$ cat config.mk
export PLATFORM = sky130hd
export DESIGN_NAME = key_onehot_debounce
export DESIGN_NICKNAME = d
export VERILOG_FILES = /design/src/rtl/key_onehot_debounce.sv
export SDC_FILE = /design/constraint.sdc
export NUM_CORES = 1
export LEC_CHECK = 0
export CORE_MARGIN = 2
export CORE_UTILIZATION = 55
export DETAILED_ROUTE_END_ITERATION = 8
export GPL_TIMING_DRIVEN = 0
export PLACE_DENSITY = 0.78
export SYNTH_ARGS = -nofsm -noshare
export SYNTH_HDL_FRONTEND = slang
export SYNTH_SLANG_ARGS = --single-unit
$ cat constraint.sdc
create_clock -name clk -period 3.25 [get_ports clk]
set_input_delay 0.65 -clock clk [delete_from_list [all_inputs] [get_ports clk]]
set_output_delay 0.65 -clock clk [all_outputs]
set_load 0.005 [all_outputs]
$ cat src/rtl/key_onehot_debounce.sv
// key_onehot_debounce
//   Turns four raw, bouncing, asynchronous key lines into a registered one-hot
//   key code for a downstream 4-to-2 encoder. Each line is synchronised,
//   debounced and edge-detected. Simultaneous rises are arbitrated with the
//   lowest index winning. After a press is accepted, further presses are locked
//   out until every key has been released.
//
// Ports
//   clk          single clock, rising edge
//   rst_n        asynchronous active-low reset
//   btn[3:0]     raw key lines, active high (bit0=a .. bit3=d)
//   clear        synchronous clear of the latched code
//   a, b, c, d   registered one-hot code of the last accepted key
//   press_valid  one-cycle strobe in the cycle the code updates
//   key_held     high while a key press is being held (lockout)
module key_onehot_debounce #(
    parameter int unsigned DEBOUNCE_CYCLES = 4
) (
    input  logic       clk,
    input  logic       rst_n,
    input  logic [3:0] btn,
    input  logic       clear,
    output logic       a,
    output logic       b,
    output logic       c,
    output logic       d,
    output logic       press_valid,
    output logic       key_held
);

    localparam int unsigned CntW = $clog2(DEBOUNCE_CYCLES + 1);
    localparam logic [CntW-1:0] CntLast = CntW'(DEBOUNCE_CYCLES - 1);

    typedef enum logic [0:0] {StIdle, StHeld} state_e;

    logic [3:0]           sync1_q, sync2_q;
    logic [3:0]           deb_q, deb_d;
    logic [3:0]           deb_dly_q;
    logic [3:0][CntW-1:0] cnt_q, cnt_d;
    logic [3:0]           rise;
    logic [3:0]           winner;
    logic [3:0]           code_q, code_d;
    logic                 pv_q, pv_d;
    state_e               state_q, state_d;

    // Debounce: a new level must persist for DEBOUNCE_CYCLES consecutive
    // synchronised samples; any sample back at the old level restarts the count.
    always_comb begin
        deb_d = deb_q;
        cnt_d = '0;
        for (int i = 0; i < 4; i++) begin
            if (sync2_q[i] != deb_q[i]) begin
                if (cnt_q[i] == CntLast) begin
                    deb_d[i] = sync2_q[i];
                end else begin
                    cnt_d[i] = cnt_q[i] + CntW'(1);
                end
            end
        end
    end

    assign rise = deb_q & ~deb_dly_q;

    // Fixed priority, key a highest. Losing rises are simply dropped.
    always_comb begin
        winner = 4'b0000;
        if (rise[0]) begin
            winner = 4'b0001;
        end else if (rise[1]) begin
            winner = 4'b0010;
        end else if (rise[2]) begin
            winner = 4'b0100;
        end else if (rise[3]) begin
            winner = 4'b1000;
        end
    end

    // An accepted press overrides a clear in the same cycle.
    always_comb begin
        state_d = state_q;
        code_d  = code_q;
        pv_d    = 1'b0;
        if (clear) begin
            code_d = 4'b0000;
        end
        unique case (state_q)
            StIdle: begin
                if (|rise) begin
                    code_d  = winner;
                    pv_d    = 1'b1;
                    state_d = StHeld;
                end
            end
            StHeld: begin
                if (deb_q == 4'b0000) begin
                    state_d = StIdle;
                end
            end
            default: state_d = StIdle;
        endcase
    end

    always_ff @(posedge clk or negedge rst_n) begin
        if (!rst_n) begin
            sync1_q   <= '0;
            sync2_q   <= '0;
            deb_q     <= '0;
            deb_dly_q <= '0;
            cnt_q     <= '0;
            code_q    <= '0;
            pv_q      <= 1'b0;
            state_q   <= StIdle;
        end else begin
            sync1_q   <= btn;
            sync2_q   <= sync1_q;
            deb_q     <= deb_d;
            deb_dly_q <= deb_q;
            cnt_q     <= cnt_d;
            code_q    <= code_d;
            pv_q      <= pv_d;
            state_q   <= state_d;
        end
    end

    assign a           = code_q[0];
    assign b           = code_q[1];
    assign c           = code_q[2];
    assign d           = code_q[3];
    assign press_valid = pv_q;
    assign key_held    = (state_q == StHeld);

endmodule

==> key figures <==
Run status
  • Status: completed

Global routing
  • Initial antenna violation count: 0
  • Global-route wire length before repair: 2.70 mm
  • Vias in the first global route: 678
  • GRT Overall Usage: 15.3%
  • Largest net degree at the start of global routing: 35
  • GRT overflow: 0

Synthesis
  • Most frequent cell after synthesis: dfrtp_1
  • Net Count, Synth: 95
  • Sequential element share of the synthesized area: 69.2%
  • Count of different cell masters after synthesis: 22
  • Synth Warn #: 0
  • Post-Syn Area: 1230 sq um
  • Syn avg cell area: 14.6 sq um
  • Area leader, netlist: dfrtp_1
  • EDFF count, synth: 0
  • Fraction of registers with async set or reset after synthesis: 100%
  • Most frequent cells after synthesis: dfrtp_1 (34), nor3b_1 (8), nand2b_1 (5)
  • Cells after Synth: 84
  • Post-synth top flop: dfrtp_1
  • Synthesized flop and latch total: 34
  • Top cells by area, synth: dfrtp_1 (69%), nor3b_1 (4.9%), ha_1 (4.1%)
  • Synth top area share: 69.2%

Worst setup path
  • Crit Reg-Reg Startpoint: deb_q[1]
  • CP max-delay cell: clkdlybuf4s50_1
  • Startpoint types: register
  • CP top delay family: buffers and inverters
  • Data arrival, critical path: 1.34 ns
  • Buffers & Inverters on Critical Path: 1
  • Crit path largest cell delay: 0.54 ns
  • Crit path kind: reg -> out
  • R2r setup slk: 2.01 ns
  • Worst-path cell chain: clkdlybuf4s50_1
  • FF-to-FF End: key_held
  • CP Capture Point: key_held
  • Critical Path RT: 2.60 ns
  • Setup crit end kind: output port
  • R2R depth: 3
  • Stages on worst setup path: 1
  • CP Launch Point: key_held
  • CP max FO: 7

Detailed routing
  • Drt drc: 0
  • Avg WL per Cell: 11.8 um
  • Avg Vias per Cell: 5.23
  • Final WL: 1.55 mm
  • Via Count: 690
  • Drt first-iter violations: 2
  • Final ANT Viol Nets: 0
  • DR pass1 iterations: 4

Timing
  • Final slew viol count: 0
  • Worst Tran Pin Value: 0.709 ns
  • Final Hold Vio Count: 0
  • Period utilization: 61.2%
  • Slew HR: 52.8%
  • Max Clock Freq: 503 MHz
  • Setup TNS: 0 ns
  • Clock Skews: 0.00321 ns
  • Final Hold Slack: 0.356 ns
  • Final setup fails: 0
  • RSZ-0062 raised after global routing: no
  • Final Critical Period: 1.99 ns

Layout
  • ANT cells: 0
  • Fillers: 166
  • NumNets Final: 114
  • Area Overhead vs Synth: 17.1%
  • Share of cells above drive strength 1: 9.62%
  • Final core utilization: 66.4%

CTS
  • H-tree Lvls: 2
  • Setup Buffers After CTS: 0
  • Clock buffer depth: 2
  • Hold_buf cts: 0
  • Worst-skew pair later-pin latency: 0.33 ns
  • Post-CTS Resized: 0
  • Reg clk slew, reported paths: 0.10 ns
  • CTS Root Cell: clkbuf_4
  • CTS tree: done
  • Clock Sinks: 34
  • Inserted Clock Buffers: 5

Floorplanning
  • Die X: 51.3 um
  • Core Box Area: 2170 sq um
  • Ports: 13
  • Starting density of the core: 56.7%
  • Die ar.: 2630 sq um
  • Die height: 51.3 um
  • Num rows: 17

Placed design
  • Post-DP HPWL: 1.05 mm
  • Final GP Congestion: 0.763
  • IO Port Bufs: 12

Flow run
  • Max cap viols: 0

Pwr
  • Worst vdd ir: 0.447 mV
  • LEAKAGE: 0.646 nW
  • Power Density: 774 nW/um^2

Hold path
  • Hold crit path type: reg -> reg
[cells in the final DEF (no fill, tap or decap), drive strengths merged, types with 2 or more instances in the layout]
cell,n
a31oi,2
clkbuf,7
clkdlybuf4s50,11
dfrtp,34
ha,4
inv,4
mux2,4
nand2b,5
nor2b,4
nor3,4
nor3b,8
xnor2,4
[metal layers]
metal  part of all wire, %  track usage [%]
met1                    46             17.5
met2                    43             21.2
met3                   7.0             8.19
met4                   3.6             11.8
met5                     0                0
[stage by stage]
stage                     setup WS (ns)  std cells  instance area [sq um]  total power [mW]
after floorplan                    2.10         84                   1230             0.795
after global placement            0.943        124                   1390             0.876
after detailed placement           1.61        124                   1380             0.893
after CTS                          1.24        132                   1440              1.13
after global routing               1.17        132                   1440              1.20
final                              1.26        132                   1440              1.12
[sequential cells by signal, summed over array words and instances (netlist names)]
| name | cells |
|---|---|
| cnt_q | 12 |
| code_q | 4 |
| deb_dly_q | 4 |
| deb_q | 4 |
| sync1_q | 4 |
| sync2_q | 4 |
| key_held | 1 |
| press_valid | 1 |
[cells by family after synthesis]
logic type      count (synthesis)  synth area share [%]
flops                          34                  69.2
mux                             4                  3.66
simple gates                   26                  13.8
buf+inv                         4                  1.22
xor+xnor                        4                  2.85
compound gates                  8                  5.19
fa+ha+maj                       4                  4.07
[layout make-up]
cell class	instances	area (sq um)	share of cell area (%)
repair buffers	12	115	7.99
inverters	4	15.0	1.04
multi-input cells	46	364	25.3
clock inverters	1	5.00	0.348
clock buffers	7	55.1	3.82
well taps	28	35.0	2.43
flip-flops and latches	34	851	59.1
[power by group]
part	total [mW]	internal [mW]	switching, mW
logic	0.278	0.151	0.127
registers	0.603	0.534	0.0692
clock network	0.234	0.105	0.129
[worst min-delay path by stage]
stage               start         end  slack, ns  depth (start not counted)
2_1_floorplan  sync1_q[0]  sync2_q[0]       0.33                          0
3_3_place_gp   sync1_q[1]  sync2_q[1]       0.33                          0
3_5_place_dp   sync1_q[1]  sync2_q[1]       0.33                          0
4_1_cts        sync1_q[1]  sync2_q[1]       0.36                          0
5_1_grt        sync1_q[1]  sync2_q[1]       0.36                          0
6_report       sync1_q[1]  sync2_q[1]       0.36                          0
No activity file was read; power rests on OpenSTA's default activity.
